`src/rtl/freq_meter_pkg.sv`:
```
// Shared types and constants for the frequency meter.
package freq_meter_pkg;

    // Measurement FSM states
    typedef enum logic [1:0] {
        ST_IDLE    = 2'd0,
        ST_ARM     = 2'd1,
        ST_MEASURE = 2'd2,
        ST_DONE    = 2'd3
    } state_t;

    // Widest supported counter; narrower counters take the low bits of CNT_MAX
    localparam int unsigned CNT_W_MAX = 32;
    localparam logic [CNT_W_MAX-1:0] CNT_MAX = '1;

endpackage

```
`src/rtl/edge_sync.sv`:
```
// Two-flop synchronizer with a rising-edge detector on the synchronized signal.
module edge_sync (
    input  logic i_clk,
    input  logic i_rst,
    input  logic i_sig,
    output logic o_rise_c
);

    logic r_s1;
    logic r_s2;
    logic r_s3;

    // Synchronizer chain plus one history flop for edge detection
    always_ff @(posedge i_clk) begin
        if (i_rst) begin
            r_s1 <= 1'b0;
            r_s2 <= 1'b0;
            r_s3 <= 1'b0;
        end else begin
            r_s1 <= i_sig;
            r_s2 <= r_s1;
            r_s3 <= r_s2;
        end
    end

    assign o_rise_c = r_s2 & ~r_s3;

endmodule

```
`src/rtl/freq_meter.sv`:
```
// Counts rising edges of sig_in over a gate window and captures the first period.
module freq_meter
    import freq_meter_pkg::*;
#(
    parameter int unsigned GATE_CYCLES = 64,
    parameter int unsigned CNT_W       = 16
) (
    input  logic             clk_in,
    input  logic             reset,
    input  logic             sig_in,
    input  logic             start,
    input  logic             ack,
    output logic             busy,
    output logic             valid,
    output logic [CNT_W-1:0] edge_count,
    output logic [CNT_W-1:0] period_cycles,
    output logic             timeout
);

    localparam int unsigned      WIN_W     = $clog2(GATE_CYCLES + 1);
    localparam logic [WIN_W-1:0] WIN_LAST  = WIN_W'(GATE_CYCLES - 1);
    localparam logic [WIN_W-1:0] WIN_ONE   = WIN_W'(1);
    localparam logic [CNT_W-1:0] L_CNT_MAX = CNT_MAX[CNT_W-1:0];
    localparam logic [CNT_W-1:0] CNT_ONE   = CNT_W'(1);

    state_t           r_state;
    state_t           w_next;
    logic             w_rise;
    logic             w_last;

    logic [WIN_W-1:0] r_win;
    logic [CNT_W-1:0] r_edge_cnt;
    logic [CNT_W-1:0] r_per_cnt;
    logic [CNT_W-1:0] r_per_lat;

    logic             r_busy;
    logic             r_valid;
    logic [CNT_W-1:0] r_edge_out;
    logic [CNT_W-1:0] r_per_out;
    logic             r_timeout;

    edge_sync u_sync (
        .i_clk    (clk_in),
        .i_rst    (reset),
        .i_sig    (sig_in),
        .o_rise_c (w_rise)
    );

    // Last cycle of the ARM timeout or of the MEASURE window
    assign w_last = (r_win == WIN_LAST);

    // State register
    always_ff @(posedge clk_in) begin
        if (reset) begin
            r_state <= ST_IDLE;
        end else begin
            r_state <= w_next;
        end
    end

    // Next-state logic; start outside IDLE and start alongside ack in DONE are dropped
    always_comb begin
        w_next = r_state;
        case (r_state)
            ST_IDLE:    if (start) w_next = ST_ARM;
            ST_ARM: begin
                if (w_rise)      w_next = ST_MEASURE;
                else if (w_last) w_next = ST_DONE;
            end
            ST_MEASURE: if (w_last) w_next = ST_DONE;
            ST_DONE:    if (ack) w_next = ST_IDLE;
            default:    w_next = ST_IDLE;
        endcase
    end

    // Window/timeout, edge and period counters; a rise in the final window cycle is ignored
    always_ff @(posedge clk_in) begin
        if (reset) begin
            r_win      <= '0;
            r_edge_cnt <= '0;
            r_per_cnt  <= '0;
            r_per_lat  <= '0;
        end else begin
            case (r_state)
                ST_IDLE: begin
                    r_win      <= '0;
                    r_edge_cnt <= '0;
                    r_per_cnt  <= '0;
                    r_per_lat  <= '0;
                end
                ST_ARM: begin
                    if (w_rise) begin
                        r_win      <= WIN_ONE;
                        r_edge_cnt <= CNT_ONE;
                        r_per_cnt  <= CNT_ONE;
                    end else begin
                        r_win <= r_win + WIN_ONE;
                    end
                end
                ST_MEASURE: begin
                    r_win <= r_win + WIN_ONE;
                    if (!w_last) begin
                        if (w_rise && (r_edge_cnt != L_CNT_MAX)) begin
                            r_edge_cnt <= r_edge_cnt + CNT_ONE;
                        end
                        // Period counter runs only between the first and second rise
                        if (r_edge_cnt == CNT_ONE) begin
                            if (w_rise) begin
                                r_per_lat <= r_per_cnt;
                            end else if (r_per_cnt != L_CNT_MAX) begin
                                r_per_cnt <= r_per_cnt + CNT_ONE;
                            end
                        end
                    end
                end
                default: ;
            endcase
        end
    end

    // Registered status and results; results move only on entry to and exit from DONE
    always_ff @(posedge clk_in) begin
        if (reset) begin
            r_busy     <= 1'b0;
            r_valid    <= 1'b0;
            r_edge_out <= '0;
            r_per_out  <= '0;
            r_timeout  <= 1'b0;
        end else begin
            r_busy  <= (w_next == ST_ARM) || (w_next == ST_MEASURE);
            r_valid <= (w_next == ST_DONE);
            if ((r_state != ST_DONE) && (w_next == ST_DONE)) begin
                r_edge_out <= r_edge_cnt;
                r_per_out  <= r_per_lat;
                r_timeout  <= (r_state == ST_ARM);
            end else if ((r_state == ST_DONE) && (w_next == ST_IDLE)) begin
                r_edge_out <= '0;
                r_per_out  <= '0;
                r_timeout  <= 1'b0;
            end
        end
    end

    assign busy          = r_busy;
    assign valid         = r_valid;
    assign edge_count    = r_edge_out;
    assign period_cycles = r_per_out;
    assign timeout       = r_timeout;

endmodule

```
`config.mk`:
```
export PLATFORM = sky130hd
export DESIGN_NAME = freq_meter
export DESIGN_NICKNAME = d
export VERILOG_FILES = /design/src/rtl/freq_meter_pkg.sv /design/src/rtl/edge_sync.sv /design/src/rtl/freq_meter.sv
export SDC_FILE = /design/constraint.sdc
export NUM_CORES = 1
export LEC_CHECK = 0
export CAP_MARGIN = 20
export CELL_PAD_IN_SITES_DETAIL_PLACEMENT = 1
export CELL_PAD_IN_SITES_GLOBAL_PLACEMENT = 1
export CORE_ASPECT_RATIO = 1.4
export CORE_MARGIN = 1.5
export CORE_UTILIZATION = 30
export DETAILED_ROUTE_END_ITERATION = 8
export HOLD_SLACK_MARGIN = 0.05
export PLACE_DENSITY = 0.62
export SLEW_MARGIN = 20
export SYNTH_ARGS = -nofsm -noshare
export SYNTH_HDL_FRONTEND = slang
export SYNTH_HIERARCHICAL = 1
export SYNTH_SLANG_ARGS = --single-unit
export TNS_END_PERCENT = 10
```
`constraint.sdc`:
```
create_clock -name clk_in -period 7.85 [get_ports clk_in]
set_input_delay 2.355 -clock clk_in [delete_from_list [all_inputs] [get_ports clk_in]]
set_output_delay 2.355 -clock clk_in [all_outputs]
set_load 0.005 [all_outputs]
```
==> impl_metrics.env <==
export IMPL_firstDrtPassIters=5
export IMPL_ys_seq_area_frac=0.429
export IMPL_synthMuxAreaShare=0.00452
export IMPL_slew_violations=0
export IMPL_skew_ps=7.10
export IMPL_globalRouteTotalUtil=0.166
export IMPL_setup_viol=0
export IMPL_htreeDepth=3
export IMPL_synth_compound_area_frac=0.242
export IMPL_swShare=0.386
export IMPL_grt_setup_unrepaired="no"
export IMPL_synthAdderAreaFrac=0.0282
export IMPL_comb_power_share=0.323
export IMPL_p_int_uw=869
export IMPL_via_per_inst=5.36
export IMPL_synth_top_cells_by_area="dfxtp_1 43%, a22oi_1 5.8%, nor2_1 4.4%"
export IMPL_synthXorXnorAreaFrac=0.00791
export IMPL_post_cts_buffers=0
export IMPL_critPathRequiredTime_ps=8130
export IMPL_synth_top_area_share=0.429
export IMPL_drtIter0Drc=130
export IMPL_final_nets=539
export IMPL_ir_drop_mv=0.160
export IMPL_max_clock_freq_mhz=211
export IMPL_num_io_pins=40
export IMPL_gp_congestion=0.788
export IMPL_end_kind="flip-flop"
export IMPL_crit_path_start="ack"
export IMPL_ctsResizeCount=0
export IMPL_route_detailed_drc=0
export IMPL_syn2layout_area_growth_pct=17.7
export IMPL_worstPathMaxFanout=34
export IMPL_hold_viol_final=0
export IMPL_cp_endpoint="edge_count[5]"
export IMPL_reg2reg_to="edge_count[5]"
export IMPL_setup_tns_ps=0
export IMPL_synth_top_area_cell="dfxtp_1"
export IMPL_grt_antenna_before_repair=0
export IMPL_critPathArrivalTime_ps=5030
export IMPL_ant_nets=0
export IMPL_synth_edff_count=0
export IMPL_clockBufferDepth=2
export IMPL_wl_per_cell_um=17.1
export IMPL_clk_pin_slew_ps=70
export IMPL_period_needed_ps=4750
export IMPL_grt_ovfl_total=0
export IMPL_power_switching_uw=547
export IMPL_async_flop_share=0
export IMPL_cts_tree="yes"
export IMPL_synth_top_family_by_area="simple AND/OR/NAND/NOR gates"
export IMPL_wl_mm=12.3
export IMPL_layout_common_cells="95 x dfxtp_1, 52 x nor2_1, 51 x nand2_1"
export IMPL_drive_gt1_frac=0.0813
export IMPL_grt_pass1_vias=4146
export IMPL_dp_worst_setup_slack_ps=2700
export IMPL_seq_power_share=0.363
export IMPL_fin_crit_sh=0.605
export IMPL_power_share_clock=0.315
export IMPL_run_status="completed"
export IMPL_cts_hold_buf=0
export IMPL_via_count=3851
export IMPL_postSynthAreaPerCell_um2=8.74
export IMPL_critPathKind="input port to flip-flop"
export IMPL_dieArea_um2=15500
export IMPL_n_antenna_cell=0
export IMPL_timing_slew_headroom=0.387
export IMPL_setup_ws_ps=3100
export IMPL_startpoint_type="input port"
export IMPL_postLayoutCoreUtil=0.361
export IMPL_synth_area_um2=4430
export IMPL_r2r_cells=14
export IMPL_fillCellCount=1714
export IMPL_grt_pass1_wl_mm=20.8
export IMPL_p_leak_nw=1.74
export IMPL_placeableCoreArea_um2=14400
export IMPL_hold_path_class="flip-flop to flip-flop"
export IMPL_ys_dominant_reg_cell="dfxtp_1"
export IMPL_fin_hold_ws_ps=472
export IMPL_powerDensity_nw_per_um2=272
export IMPL_cts_sinks=95
export IMPL_final_area_um2=5220
export IMPL_clkLatencyLatePin_ps=350
export IMPL_cts_buffers=9
export IMPL_clockRootBuffer="clkbuf_16"
export IMPL_r2r_slack_ps=4260
export IMPL_syn_nets=522
export IMPL_reg2reg_from="r_state[1]"
export IMPL_syn_inst=507
export IMPL_yosys_warnings=6
export IMPL_synth_cell_type_count=63
export IMPL_port_buffers=39
export IMPL_synth_simple_area_share=0.246
export IMPL_layout_commonest_cell="dfxtp_1"
export IMPL_worst_slew_pin_slew_ps=920
export IMPL_hpwl_mm=8.36
export IMPL_initial_core_util=0.307
export IMPL_grt_max_degree=86
export IMPL_holdCritStartpoint="r_per_lat[8]"
export IMPL_synth_seq_cells=95
export IMPL_drv_cap=0
export IMPL_dieWidth_um=106
export IMPL_num_rows=52
export IMPL_place_area_um2=4920
export IMPL_die_h_um=147
sequential cells by signal, indices dropped and copies added (netlist names):
signal         count
r_win              7
r_state            2
busy               1
edge_count        16
period_cycles     16
valid              1
u_sync/r_s3        1
timeout            1
r_per_cnt         16
r_edge_cnt        16
u_sync/r_s1        1
u_sync/r_s2        1
r_per_lat         16
final cells by class:
class                   count  area (µm²)  area share
multi-input cells         369        2350       0.450
clock buffers              10         229      0.0439
repair buffers             42         408      0.0782
flip-flops and latches     95        1900       0.365
inverters                   7        26.3     0.00504
well taps                 189         236      0.0453
clock inverters             6        67.6      0.0130
cell usage after synthesis, types with 8 or more instances:
| master | instances |
|---|---|
| nor2_1 | 52 |
| nor2b_1 | 13 |
| and3_1 | 14 |
| o21ai_0 | 15 |
| nor3_1 | 16 |
| a31oi_1 | 8 |
| clkbuf_1 | 25 |
| nand3_1 | 30 |
| nand2_1 | 51 |
| ha_1 | 10 |
| a21oi_1 | 31 |
| dfxtp_1 | 95 |
| a22oi_1 | 34 |
power by group through the flow:
stage	registers (mW)	clock network [mW]	logic (mW)
floorplan	0.521	0	0.333
global placement	0.524	0	0.450
detailed placement	0.525	0	0.460
CTS	0.514	0.459	0.464
global route	0.517	0.480	0.508
finish	0.514	0.446	0.457
critical path: stages:
cell,delay (ps)
clkdlybuf4s50_1,470
nand2b_1,130
nor2_1,70
o22a_1,200
o31ai_1,340
inv_1,90
ha_1,200
nor2b_2,150
buf_4,280
a21oi_2,140
buf_4,350
a22oi_1,130
nor2_1,120
per-stage QoR:
step	total power, mW	std cells
after CTS	1.44	718
after global routing	1.50	718
final	1.42	718
after detailed placement	0.986	702
after global placement	0.974	702
after floorplan	0.854	507
cell families (layout without fill, tap and decap cells):
group	count (synthesis)	after routing
AOI/OAI and AO/OA	143	143
xor gates and xnor gates	4	4
adders and majority gates	10	10
buffers and inverters	43	65
DFF	95	95
muxes	2	2
and+or+nand+nor	210	210
how the worst min path moves through the flow:
stage              endpoint  slack [ps]  cells after the start
2_1_floorplan   u_sync/r_s2         410                      1
3_3_place_gp    u_sync/r_s3         450                      1
3_5_place_dp   r_per_lat[8]         460                      2
4_1_cts        r_per_lat[8]         470                      2
5_1_grt        r_per_lat[0]         490                      2
6_report       r_per_lat[8]         470                      2
per-layer routing:
metal  GRT usage  vias to the layer above  routed length (µm)
li1            -                     1895                   -
met3      0.0253                       15                 237
met2       0.307                       34                6670
met5           0                        -                   0
met1       0.187                     1907                5140
met4      0.0709                        0                 257
No activity file was read; power rests on OpenSTA's default activity.
